### src/rtl/clock_pkg.sv
// Shared BCD types, limits and helpers for the wall-clock time keeper.
package clock_pkg;

   localparam int unsigned DIGIT_W = 4;
   localparam int unsigned BCD_W   = 2 * DIGIT_W;

   typedef struct packed {
      logic [DIGIT_W-1:0] tens;
      logic [DIGIT_W-1:0] units;
   } bcd_pair_t;

   localparam bcd_pair_t SEC_MAX        = bcd_pair_t'(8'h59);
   localparam bcd_pair_t MIN_MAX        = bcd_pair_t'(8'h59);
   localparam bcd_pair_t HR24_MAX       = bcd_pair_t'(8'h23);
   localparam bcd_pair_t HR24_MIN       = bcd_pair_t'(8'h00);
   localparam bcd_pair_t HR12_MAX       = bcd_pair_t'(8'h12);
   localparam bcd_pair_t HR12_MIN       = bcd_pair_t'(8'h01);
   localparam bcd_pair_t HR12_PM_TOGGLE = bcd_pair_t'(8'h11);

   // Plain +1 on a BCD pair; callers handle wrap at their own limit.
   function automatic bcd_pair_t bcd_inc(input bcd_pair_t v);
      bcd_pair_t r;
      if (v.units == DIGIT_W'(9)) begin
         r.units = '0;
         r.tens  = v.tens + DIGIT_W'(1);
      end else begin
         r.units = v.units + DIGIT_W'(1);
         r.tens  = v.tens;
      end
      return r;
   endfunction

endpackage

### src/rtl/bcd_mod_counter.sv
// Two-digit BCD counter wrapping MAX_VAL -> MIN_VAL, with a same-cycle carry out.
module bcd_mod_counter
   import clock_pkg::*;
#(
   parameter logic [7:0] MIN_VAL = 8'h00,
   parameter logic [7:0] MAX_VAL = 8'h59
) (
   input  logic       clk,
   input  logic       rst,
   input  logic       inc,
   input  logic       clr,
   output logic [7:0] value,
   output logic       carry_out
);

   bcd_pair_t cnt_q;
   bcd_pair_t cnt_d;
   logic      at_max;

   assign at_max = (cnt_q == bcd_pair_t'(MAX_VAL));

   always_comb begin
      cnt_d = cnt_q;
      if (clr) begin
         cnt_d = bcd_pair_t'(MIN_VAL);
      end else if (inc) begin
         cnt_d = at_max ? bcd_pair_t'(MIN_VAL) : bcd_inc(cnt_q);
      end
   end

   always_ff @(posedge clk) begin
      if (rst) begin
         cnt_q <= bcd_pair_t'(MIN_VAL);
      end else begin
         cnt_q <= cnt_d;
      end
   end

   // Combinational so the whole carry chain settles within one cycle.
   assign carry_out = inc && !clr && at_max;
   assign value     = cnt_q;

endmodule

### src/rtl/time_keeper.sv
// Wall-clock time keeper: BCD h/m/s from a 1 Hz tick, 12h/24h, set mode, midnight pulse.
module time_keeper
   import clock_pkg::*;
#(
   parameter bit MODE_24H = 1'b1
) (
   input  logic       clk,
   input  logic       rst,
   input  logic       sec_tick,
   input  logic       set_mode,
   input  logic       inc_hr,
   input  logic       inc_min,
   output logic [7:0] hr_bcd,
   output logic [7:0] min_bcd,
   output logic [7:0] sec_bcd,
   output logic       pm,
   output logic       day_tick
);

   localparam bcd_pair_t HR_RESET = MODE_24H ? HR24_MIN : HR12_MAX;

   logic      set_mode_q;
   logic      set_rise;
   logic      run_tick;
   logic      sec_carry;
   logic      min_inc;
   logic      min_carry;
   logic      hr_inc;

   bcd_pair_t hr_q;
   bcd_pair_t hr_d;
   logic      pm_q;
   logic      pm_d;
   logic      day_tick_q;
   logic      day_tick_d;

   // Set mode freezes counting; a tick coinciding with entry is dropped.
   assign set_rise = set_mode && !set_mode_q;
   assign run_tick = sec_tick && !set_mode;
   assign min_inc  = sec_carry || (set_mode && inc_min);
   assign hr_inc   = set_mode ? inc_hr : min_carry;

   bcd_mod_counter #(
      .MIN_VAL (8'h00),
      .MAX_VAL (SEC_MAX)
   ) u_sec (
      .clk       (clk),
      .rst       (rst),
      .inc       (run_tick),
      .clr       (set_rise),
      .value     (sec_bcd),
      .carry_out (sec_carry)
   );

   bcd_mod_counter #(
      .MIN_VAL (8'h00),
      .MAX_VAL (MIN_MAX)
   ) u_min (
      .clk       (clk),
      .rst       (rst),
      .inc       (min_inc),
      .clr       (1'b0),
      .value     (min_bcd),
      .carry_out (min_carry)
   );

   // Hour advance with 12h wrap (12 -> 01) and PM flip at 11 -> 12.
   always_comb begin
      hr_d       = hr_q;
      pm_d       = pm_q;
      day_tick_d = 1'b0;
      if (hr_inc) begin
         if (MODE_24H) begin
            hr_d       = (hr_q == HR24_MAX) ? HR24_MIN : bcd_inc(hr_q);
            day_tick_d = !set_mode && (hr_q == HR24_MAX);
         end else begin
            hr_d = (hr_q == HR12_MAX) ? HR12_MIN : bcd_inc(hr_q);
            if (hr_q == HR12_PM_TOGGLE) begin
               pm_d       = !pm_q;
               day_tick_d = !set_mode && pm_q;
            end
         end
      end
   end

   always_ff @(posedge clk) begin
      if (rst) begin
         hr_q       <= HR_RESET;
         pm_q       <= 1'b0;
         day_tick_q <= 1'b0;
         set_mode_q <= 1'b0;
      end else begin
         hr_q       <= hr_d;
         pm_q       <= pm_d;
         day_tick_q <= day_tick_d;
         set_mode_q <= set_mode;
      end
   end

   assign hr_bcd   = hr_q;
   assign pm       = pm_q;
   assign day_tick = day_tick_q;

endmodule

### config.mk
export PLATFORM = sky130hd
export DESIGN_NAME = time_keeper
export DESIGN_NICKNAME = d
export VERILOG_FILES = /design/src/rtl/clock_pkg.sv /design/src/rtl/bcd_mod_counter.sv /design/src/rtl/time_keeper.sv
export SDC_FILE = /design/constraint.sdc
export NUM_CORES = 1
export LEC_CHECK = 0
export CAP_MARGIN = 20
export CORE_ASPECT_RATIO = 0.6
export CORE_UTILIZATION = 52
export DETAILED_ROUTE_END_ITERATION = 6
export HOLD_SLACK_MARGIN = 0.1
export PLACE_DENSITY_LB_ADDON = 0.3
export SLEW_MARGIN = 10
export SYNTH_ARGS = -nofsm -noshare
export SYNTH_HDL_FRONTEND = slang
export SYNTH_HIERARCHICAL = 1
export SYNTH_SLANG_ARGS = --single-unit
### constraint.sdc
create_clock -name clk -period 5.3 [get_ports clk]
set_clock_uncertainty 0.2 [all_clocks]
set_input_delay 1.06 -clock clk [delete_from_list [all_inputs] [get_ports clk]]
set_output_delay 1.06 -clock clk [all_outputs]
set_load 0.05 [all_outputs]
==> impl.org, run 1 <==
** Outcome
- Status :: completed

** Clock tree
- The cell sitting at the root of the clock tree is a sky130_fd_sc_hd__clkbuf_8.
- Post CTS Setup Buffer Count :: 0
- Hold repair after CTS inserted 0 buffers.
- CTS built an H-tree with a depth of 1.
- Clk slew on worst S/H paths :: 0.08 ns
- The clock net in this run drives a total of 26 sinks.
- The later pin in the worst-skew pair is clocked with a latency of 0.26 ns.
- Counting along the longest clock path gives a buffer depth of 2.
- Clock tree from TritonCTS :: done
- Quantity of gates resized following cts :: 0
- TritonCTS Buffers :: 3

** Power
- Switching power total :: 0.0000850 W
- Total internal power :: 0.000262 W
- Of the total power, registers draw 0.579.
- Proportion of total power due to net switching :: 0.245
- The worst-case IR drop observed on VDD is 141 µV.
- Logic pwr share :: 0.108
- Of the total power, the clock network draws 0.313.
- Power Dens Cells :: 201 nW/µm²
- In this run the static leakage power is 0.648 nW.

** STA
- Setup violations remaining at the end of the flow were counted as 0.
- Unrepaired setup endpoints after global routing :: no
- Final Cycle Share :: 0.775
- Max-slew violation count :: 0
- For this run, the top clock speed supported by timing is 243 MHz.
- After routing, the total negative slack on setup checks comes to 0 ns.
- Transition time at the pin with the least slew margin :: 0.654 ns
- In this run the tightest slew margin relative to its limit is 0.551.
- The worst path meets setup with 1.19 ns of slack.
- The clock period could shrink to 4.11 ns.
- Hold Vio Cnt, Final :: 0
- Post-route worst hold slack :: 0.299 ns

** Logic synthesis
- Part of the Yosys area used for sequential elements :: 0.385
- After synthesis, the largest family of logic cells by area is simple AND/OR/NAND/NOR gates.
- Counting flops with a built-in enable in the synthesized netlist gives 0.
- Cell count after synthesis :: 148
- Of all flip-flops after synthesis, the portion carrying an async set or reset was 0.
- Of all cell types, the one taking the most synthesized area is sky130_fd_sc_hd__dfxtp_1.
- Counting flops and latches in the post-synthesis netlist gives 26.
- The netlist uses 37 different library cells.
- Yosys attributes the largest share of cell area to sky130_fd_sc_hd__dfxtp_1 (39%), sky130_fd_sc_hd__ha_1 (11%), sky130_fd_sc_hd__nand4b_4 (3.5%), sky130_fd_sc_hd__o21ai_0 (3.3%), sky130_fd_sc_hd__nand3b_1 (3.3%).
- Area share of the largest cell type after synthesis :: 0.385
- Synth top cells by count :: sky130_fd_sc_hd__dfxtp_1 (26), sky130_fd_sc_hd__ha_1 (12), sky130_fd_sc_hd__nor2_1 (12)
- Share of the synthesized netlist area taken by xor and xnor gates :: 0.0389
- Most frequently used flop master after synthesis :: sky130_fd_sc_hd__dfxtp_1
- Syn. warnings :: 6
- Post-Synth Adder-Cell Area :: 0.111
- Area of the mapped netlist :: 1350 µm²
- Synthesized-area fraction occupied by and/or/nand/nor cells :: 0.265
- The most common cell in the synthesized netlist is sky130_fd_sc_hd__dfxtp_1.
- Portion of netlist area occupied by mux cells :: 0.0157
- Fraction of the mapped netlist area in compound gates :: 0.145
- A synthesized cell averages 9.13 µm².

** Hold path
- The startpoint identified for the worst hold timing path is hr_bcd[7]$_SDFFE_PP0P_.
- Depth of the worst hold-timing path :: 2
- The path class of the tightest hold or removal check is reg -> reg.
- The path with the worst hold slack has its endpoint at hr_bcd[7]$_SDFFE_PP0P_.

** Global routing
- Across every metal layer, demand over resource in global routing totals 0.234.
- The number of global-route vias before repair is 1035.
- Entering global routing, the biggest net connects 18 pins.
- The first global-routing pass estimated 4.95 mm of wire.
- Total grt overflow :: 0
- The initial antenna violation count was 0.

** Cells and area
- Counting the fill cells in the layout gives 174.
- Across the whole layout, storage elements account for 520 µm².
- Signed area change from the synthesized netlist to the final layout :: 27.8%
- Proportion of layout cells with a drive suffix above 1 :: 0.0387
- Summing all multi-input logic gate instances after layout gives 790 µm².
- N_diodes :: 0
- After the last flow step, the layout net total stands at 201.

** Worst setup path
- Kind of end point of the critical path :: register
- Type of origin of the critical path :: input pin
- The critical path in this run is classified as in -> reg.
- Signal arrival time at the worst endpoint :: 4.09 ns
- The setup check on the worst reg-to-reg path leaves a slack of 2.27 ns.
- Launch instance of the worst register-to-register path :: u_sec/value[0]$_SDFFE_PP0P_
- Reg2reg end :: hr_bcd[3]$_SDFFE_PP0P_
- Highest fanout seen on the critical path :: 9
- The worst register-to-register path has a depth of 9.
- Data required time at the worst endpoint :: 5.28 ns

** Job
- Max_cap viols :: 0

** Drt
- Per-cell via count in the routed design :: 5.71
- Before antenna repair, the detailed router went through 4 iterations.
- Antenna Violating Nets Remaining :: 0
- DRT Wirelength :: 3.03 mm
- In the routed design, unresolved DRC markers number 0.
- After detailed routing, the average wire length per cell comes to 14.4 µm.
- Number of vias after detailed routing :: 1205
- In this run, the number of DRC markers left after iteration 0 of detailed routing was 63.

** Placed design
- Count of input and output buffers :: 30
- Detailed placement ended at an HPWL of 2.26 mm.
- Pre-CTS setup slack :: 0.915 ns
- Routability Congestion :: 0.892

** Die
- Core footprint :: 2310 µm²
- The die covers 2810 µm².
- In this run the vertical extent of the chip is 41.5 µm.
- Row generation in the floorplan step produced 13 rows.
- Pin placement for this block handled 32 I/O pins.
- For this configuration, the core starts out at a cell density of 0.585.
- Horizontal die dimension :: 67.8 µm
## metrics by stage
step	utilization	instances	area (µm²)	power, W
finish	0.748	211	1730	0.000347
global route	0.748	211	1730	0.000360
CTS	0.748	211	1730	0.000349
detailed placement	0.730	208	1690	0.000242
global placement	0.730	208	1690	0.000241
floorplan	-	150	1360	0.000230
## flip-flops by register name, indices dropped and copies added, names as in the netlist
signal,count
day_tick,1
hr_bcd,8
set_mode_q,1
u_min/value,8
u_sec/value,8
## metal layers
metal  vias up  global-route usage  wire length, µm
met3         2              0.0659              117
li1        600                   -                -
met2        24               0.368             1400
met4         0              0.0458               13
met1       579               0.319             1500
met5         -                   0                0
## how the worst max path moves through the flow
| stage | from | end | slack (ns) | cells past startpoint |
|---|---|---|---|---|
| 2_1_floorplan | set_mode | hr_bcd[3]$_SDFFE_PP0P_ | 1.83 | 9 |
| 3_3_place_gp | set_mode | hr_bcd[3]$_SDFFE_PP0P_ | 1.06 | 10 |
| 3_5_place_dp | set_mode | hr_bcd[3]$_SDFFE_PP0P_ | 0.91 | 10 |
| 4_1_cts | set_mode | hr_bcd[3]$_SDFFE_PP0P_ | 1.21 | 10 |
| 5_1_grt | set_mode | hr_bcd[3]$_SDFFE_PP0P_ | 0.86 | 10 |
| 6_report | set_mode | hr_bcd[3]$_SDFFE_PP0P_ | 1.19 | 10 |
## cells in the final DEF (no fill, tap or decap), types with 2 or more instances in the layout
cell type	instances
sky130_fd_sc_hd__o21ai_0	9
sky130_fd_sc_hd__nand2_1	8
sky130_fd_sc_hd__conb_1	3
sky130_fd_sc_hd__nor2b_1	5
sky130_fd_sc_hd__nand4_1	2
sky130_fd_sc_hd__nand3_1	6
sky130_fd_sc_hd__ha_1	12
sky130_fd_sc_hd__nor3_1	2
sky130_fd_sc_hd__nand4b_4	2
sky130_fd_sc_hd__xnor2_1	2
sky130_fd_sc_hd__or4_1	3
sky130_fd_sc_hd__a21oi_1	8
sky130_fd_sc_hd__xor2_1	4
sky130_fd_sc_hd__or3_1	7
sky130_fd_sc_hd__nor2_1	12
sky130_fd_sc_hd__nand3b_1	6
sky130_fd_sc_hd__clkbuf_8	3
sky130_fd_sc_hd__a211oi_1	2
sky130_fd_sc_hd__inv_1	10
sky130_fd_sc_hd__o32ai_1	3
sky130_fd_sc_hd__clkdlybuf4s50_1	30
sky130_fd_sc_hd__dfxtp_1	26
sky130_fd_sc_hd__a31oi_1	2
## critical path, cell delays in order
cell                              delay [ns]
sky130_fd_sc_hd__clkdlybuf4s50_1        0.52
sky130_fd_sc_hd__and2b_1                0.39
sky130_fd_sc_hd__nand4b_4               0.18
sky130_fd_sc_hd__nor3_1                 0.21
sky130_fd_sc_hd__a21o_1                 0.25
sky130_fd_sc_hd__nand4b_4               0.18
sky130_fd_sc_hd__nor3_1                 0.31
sky130_fd_sc_hd__mux2i_1                0.28
sky130_fd_sc_hd__or4_1                  0.53
sky130_fd_sc_hd__a31oi_1                0.17
## power by group through the flow
stage,combinational (W),clock (W),sequential (W)
floorplan,0.0000173,0,0.000213
global placement,0.0000357,0,0.000205
detailed placement,0.0000369,0,0.000206
CTS,0.0000371,0.000111,0.000201
global route,0.0000400,0.000118,0.000201
finish,0.0000374,0.000109,0.000201
## kinds of logic (layout without fill, tap and decap cells)
group,Yosys count,count (layout)
compound gates,31,31
xor+xnor,6,6
fa+ha+maj,12,12
buf+inv,12,43
flops,26,26
mux,2,2
other cells,1,3
simple gates,58,58
## final cells by class
| class | instances | area share |
|---|---|---|
| multi-input combinational | 112 | 0.457 |
| sequential | 26 | 0.301 |
| timing repair buffer | 30 | 0.174 |
| clock buffer | 3 | 0.0239 |
| inverter | 10 | 0.0217 |
| tap | 30 | 0.0217 |
Power figures use the tool's default switching activity.
==> run 2: changes to the inputs <==
--- a/config.mk
+++ b/config.mk
@@ -7,7 +7,7 @@
 export LEC_CHECK = 0
 export CAP_MARGIN = 20
 export CORE_ASPECT_RATIO = 0.6
-export CORE_UTILIZATION = 52
+export CORE_UTILIZATION = 49
 export DETAILED_ROUTE_END_ITERATION = 6
 export HOLD_SLACK_MARGIN = 0.1
 export PLACE_DENSITY_LB_ADDON = 0.3
==> constraint.sdc (replaced) <==
create_clock -name clk -period 4.11 [get_ports clk]
set_clock_uncertainty 0.2 [all_clocks]
set_input_delay 0.822 -clock clk [delete_from_list [all_inputs] [get_ports clk]]
set_output_delay 0.822 -clock clk [all_outputs]
set_load 0.05 [all_outputs]
==> run 2 against run 1 <==
Compared with the run above: utilization decreased by 6.9 points; critical path depth unchanged; cell count increased by 1.4%; via count decreased by 0.75%; die area increased by 5.9%; register-to-register slack got worse by 1.3 ns; clock power increased by 28%; highest routed layer unchanged.
==> impl.org, run 2 (synthesized netlist as in run 1, its figures left out) <==
** Outcome
- Status :: completed (unchanged)

** STA
- The total negative setup slack was 0 ns (unchanged).
- For the finished layout, the period the worst path requires is 3.80 ns.
- The number of pins with negative max-slew slack in the final report is 0 (unchanged).
- Hold Vio Cnt, Final :: 0 (unchanged)
- The worst slew margin relative to its limit came to 0.575 (was 0.551).
- The hold slack came to 0.322 ns (was 0.299 ns).
- Of the available clock period, the critical path in the final layout requires 0.925.
- Timing would allow up to 263 MHz.
- The minimum setup slack in the final design is 0.309 ns (was 1.19 ns).
- Unrepaired setup endpoints after global routing :: no (unchanged)
- Transition time at the pin with the least slew margin :: 0.620 ns (was 0.654 ns)
- Setup-failing EPs final :: 0 (unchanged)

** Placed design
- DP Wirelength :: 2.14 mm (was 2.26 mm)
- Pre-CTS setup slack :: 0.0626 ns (was 0.915 ns)
- Count of input and output buffers :: 30 (unchanged)
- Routability Congestion :: 0.802 (was 0.892)

** Worst setup path
- The cell count of the worst reg-to-reg path came to 9 (unchanged).
- Critical path class :: in -> reg (unchanged)
- The largest fanout on the critical path is 9 (unchanged).
- The critical path required time was 4.10 ns (was 5.28 ns).
- The family with the most delay on the worst path is simple AND/OR/NAND/NOR gates (unchanged).
- The delay of the slowest cell on the worst path came to 0.53 ns (about the same).
- Kind of end point of the critical path :: register (unchanged)
- The number of cells on the critical path is 10 (unchanged).
- Signal arrival time at the worst endpoint :: 3.79 ns (was 4.09 ns)
- The slowest cell on the critical path is sky130_fd_sc_hd__or4_1 (unchanged).
- The total buffers and inverters traversed by the critical path came to 1 (unchanged).
- Cell Chain, Critical Path: clkdlybuf4s50_1, and2b_1, nand4b_4, nor3_1, a21o_1, nand4b_4, nor3_1, mux2i_1, or4_1, a31oi_1 (unchanged).
- Type of origin of the critical path :: input pin (unchanged)

** Drt
- Per-cell via count in the routed design :: 5.59 (was 5.71)
- DRT Wirelength :: 2.86 mm (was 3.03 mm)
- The number of violations reported at the end of detailed-routing iteration 0 is 49 (was 63).
- The number of iterations in the first detailed-routing pass came to 4 (unchanged).
- The remaining routing DRC violations was 0 (unchanged).
- The number of vias in the routed layout came to 1196 (was 1205).
- Antenna Violating Nets Remaining :: 0 (unchanged)
- The routed wirelength normalized by instance count is 13.4 µm (was 14.4 µm).

** Hold path
- The number of cells on the worst hold path came to 2 (unchanged).
- Worst hold path class :: reg -> reg (unchanged)

** Power
- The overall power after layout was 0.000447 W (was 0.000347 W).
- Worst IR drop on VDD :: 156 µV (was 141 µV)
- Power Dens Cells :: 257 nW/µm² (was 201 nW/µm²)
- Reported leakage power :: 0.653 nW (was 0.648 nW)

** Cells and area
- N_diodes :: 0 (unchanged)
- The relative area change from synthesis to final layout is 28.5% (was 27.8%).
- The count of nets after finishing came to 202 (was 201).
- Leading cell types in the layout, fill and taps excluded :: sky130_fd_sc_hd__clkdlybuf4s50_1 (30), sky130_fd_sc_hd__dfxtp_1 (26), sky130_fd_sc_hd__nor2_1 (12), sky130_fd_sc_hd__ha_1 (12), sky130_fd_sc_hd__inv_1 (10) (unchanged)
- The proportion of layout cells with a drive suffix above 1 is 0.0440 (was 0.0387).
- Most common cell after layout, fill and taps aside :: sky130_fd_sc_hd__clkdlybuf4s50_1 (unchanged)

** Job
- Max_cap viols :: 0 (unchanged)

** Global routing
- The maximum number of pins on one net before global-route repair was 18 (unchanged).
- The total track usage is 0.204 (was 0.234).
- First-pass GRT wire length :: 4.83 mm (was 4.95 mm)
- Via count of the first global-routing pass :: 1077 (was 1035)
- Initial antenna violation count :: 0 (unchanged)
- The overflow left after global routing is 0 (unchanged).

** Clock tree
- Hold Buf Count CTS :: 0 (unchanged)
- Worst-skew pair later-pin latency :: 0.26 ns (about the same)
- Longest Clk Path Bufs :: 2 (unchanged)
- The count of instances resized after the clock tree is built came to 0 (unchanged).
- The clock transition at the registers of the reported paths is 0.08 ns (about the same).
- The post-CTS repair timing setup buffer count is 0 (unchanged).
- The library cell used as clock root buffer is sky130_fd_sc_hd__clkbuf_8 (unchanged).
- Clock tree from TritonCTS :: done (unchanged)
- The clock sink count came to 26 (unchanged).
- TritonCTS Buffers :: 3 (unchanged)
- The H-tree level count is 1 (unchanged).

** Die
- The number of standard-cell rows in the floorplan was 14 (was 13).
- Core footprint :: 2560 µm² (was 2310 µm²)
- The die outline width came to 69.8 µm (was 67.8 µm).
- Io pins :: 32 (unchanged)
- Overall die height :: 42.7 µm (was 41.5 µm)
- The area of the die came to 2980 µm² (was 2810 µm²).
- The starting density of the core was 0.528 (was 0.585).
## run 2: cell types whose count changed in the layout (fill, tap and decap cells not counted), sizes merged
cell  previous run  this run
buf              0         1
## run 2: final cells by class
class	count	area (µm²)
repair buffers	31	308
inverters	10	37.5
well taps	32	40.0
fillers	209	821
clock buffers	3	41.3
flip-flops and latches	26	520
multi-input cells	112	790
## run 2: routing by layer
layer,global-route usage,vias up,part of all wire
met5,0,-,0
met2,0.329,33,0.44
met1,0.279,557,0.51
met3,0.0499,4,0.045
met4,0.0480,0,0.0066
li1,-,602,-
## run 2: path summary, 6_finish.rpt
kind	startpoint	endpoint	slack (ns)
worst max-delay path	set_mode	hr_bcd[3]$_SDFFE_PP0P_	0.31
worst max register to register	u_sec/value[0]$_SDFFE_PP0P_	hr_bcd[3]$_SDFFE_PP0P_	1.02
worst min register to register	hr_bcd[7]$_SDFFE_PP0P_	hr_bcd[7]$_SDFFE_PP0P_	0.32
worst min-delay path	hr_bcd[7]$_SDFFE_PP0P_	hr_bcd[7]$_SDFFE_PP0P_	0.32
## run 2: worst reg2reg max path, stage by stage, from the launching register on
cell and delay [ns]:
sky130_fd_sc_hd__dfxtp_1 0.43, sky130_fd_sc_hd__ha_1 0.23, sky130_fd_sc_hd__nand4b_4 0.16, sky130_fd_sc_hd__nor3_1 0.23
sky130_fd_sc_hd__a21o_1 0.26, sky130_fd_sc_hd__nand4b_4 0.18, sky130_fd_sc_hd__nor3_1 0.35, sky130_fd_sc_hd__mux2i_1 0.29
sky130_fd_sc_hd__or4_1 0.53, sky130_fd_sc_hd__a31oi_1 0.16
## run 2: stage by stage
step / cells / utilization / cell area, µm²
finish: 214 / 0.679 / 1740
global route: 214 / 0.679 / 1740
CTS: 214 / 0.679 / 1740
detailed placement: 211 / 0.663 / 1700
global placement: 211 / 0.663 / 1700
floorplan: 150 / - / 1360
## run 2: where the power goes
part / switching [W] / total (W) / internal [W]
Clock: 0.0000735 / 0.000139 / 0.0000655
Sequential: 0.00000421 / 0.000259 / 0.000255
Combinational: 0.0000307 / 0.0000485 / 0.0000178
==> RTL edit, RTL diff (settings of run 2) <==
The parameter `MODE_24H` goes from 1'b1 to 1'b0.
--- a/src/rtl/time_keeper.sv
+++ b/src/rtl/time_keeper.sv
@@ -2,7 +2,7 @@
 module time_keeper
    import clock_pkg::*;
 #(
-   parameter bit MODE_24H = 1'b1
+   parameter bit MODE_24H = 1'b0
 ) (
    input  logic       clk,
    input  logic       rst,
Behaviour: not the same (Yosys sat finds a counterexample within 4 cycles, from zero or initial values and one cycle with rst high).
==> RTL edit against run 2 <==
- wire length up 18%
- largest power group unchanged
- area after synthesis up 6.1%
- largest cell class unchanged
- design area up 5.3%
- worst setup slack better by 0.014 ns
- first-iteration DRC count up 84%
- total power up 11%
- count of clock-buffer cells in the layout unchanged
- sequential cell count up 1
==> RTL edit: results (changes against run 2) <==
<table>
<tr><th>Metric</th><th>Value</th></tr>
<tr><th colspan="2">Run status</th></tr>
<tr><td>Status</td><td>complete, no violations</td></tr>
<tr><th colspan="2">Synthesis</th></tr>
<tr><td>Compound-Gate Fraction of Synth Area</td><td>14.4% (-0.14 points)</td></tr>
<tr><td>Post-Synth XOR/XNOR Area</td><td>3.66% (-0.22 points)</td></tr>
<tr><td>Top cells by count, synth</td><td>sky130_fd_sc_hd__dfxtp_1 (27), sky130_fd_sc_hd__nor2_1 (13), sky130_fd_sc_hd__ha_1 (10), sky130_fd_sc_hd__inv_1 (10), sky130_fd_sc_hd__nand2_1 (10)</td></tr>
<tr><td>Adder-cell share of the synthesized area</td><td>8.73% (-2.4 points)</td></tr>
<tr><td>Area share of the leading cell type in the synthesized netlist</td><td>37.7% (-0.82 points)</td></tr>
<tr><td>Sequential cell area fraction in the yosys report</td><td>37.7% (-0.82 points)</td></tr>
<tr><td>Cells after Synth</td><td>157 (+6.1%)</td></tr>
<tr><td>Share of synthesized area spent on multiplexers</td><td>2.18% (+0.61 points)</td></tr>
<tr><th colspan="2">Setup path</th></tr>
<tr><td>Setup slack on the worst flop-to-flop path</td><td>0.98 ns (-0.04 ns)</td></tr>
<tr><td>Critical Path Fanout Max</td><td>10 (+1)</td></tr>
<tr><td>Slowest CP cell</td><td>sky130_fd_sc_hd__or4b_1</td></tr>
<tr><td>Worst r2r path cells</td><td>10 (+1)</td></tr>
<tr><th colspan="2">Final layout</th></tr>
<tr><td>Net count reported at finish</td><td>209 (+3.5%)</td></tr>
<tr><td>Non-filler instance count after layout</td><td>224 (+4.7%)</td></tr>
<tr><th colspan="2">Drt</th></tr>
<tr><td>Met1 wire length</td><td>1640 µm (+12%)</td></tr>
<tr><td>Wire length on met2</td><td>1570 µm (+27%)</td></tr>
<tr><th colspan="2">Placement</th></tr>
<tr><td>Last weighted congestion value of the routability-driven placer</td><td>0.813 (+1.4%)</td></tr>
<tr><td>Number of buffers inserted by port buffering</td><td>31 (+3.3%)</td></tr>
<tr><td>Standard cell area after detailed placement</td><td>1780 µm² (+4.7%)</td></tr>
<tr><td>DP Worst Slack</td><td>-0.00606 ns (-0.0687 ns)</td></tr>
<tr><th colspan="2">GRT</th></tr>
<tr><td>Pin count of the biggest net entering global routing</td><td>16 (-2)</td></tr>
<tr><td>Global-route met2 utilization</td><td>41.3% (+8.4 points)</td></tr>
<tr><td>Total routing resource utilization after global routing</td><td>22.9% (+2.5 points)</td></tr>
<tr><th colspan="2">Power</th></tr>
<tr><td>Leakage dissipation</td><td>0.682 nW (+4.6%)</td></tr>
</table>
==> RTL edit: changes by cell type in the layout (fill, tap and decap cells not counted), moves of 2 or more <==
cell | run 2 | this run
sky130_fd_sc_hd__nand3b_1 | 6 | 4
sky130_fd_sc_hd__nand4bb_1 | 0 | 2
sky130_fd_sc_hd__ha_1 | 12 | 10
sky130_fd_sc_hd__nand3_1 | 6 | 4
sky130_fd_sc_hd__o21ai_0 | 9 | 7
sky130_fd_sc_hd__nand2b_1 | 0 | 4
sky130_fd_sc_hd__o31ai_1 | 1 | 3
sky130_fd_sc_hd__nand2_1 | 8 | 10
==> RTL edit: cell type report <==
class	instances	area, µm²
multi-input combinational	118	840
fill	218	798
sequential	27	541
timing repair buffer	33	325
clock buffer	3	41.3
tap	32	40.0
inverter	10	37.5
clock inverter	1	5.00
==> RTL edit: power breakdown <==
group          leakage [nW]  switching [mW]  internal (mW)  total, mW
sequential            0.219         0.00941          0.266      0.276
combinational         0.438          0.0421         0.0264     0.0685
clock                0.0255          0.0836         0.0679      0.152
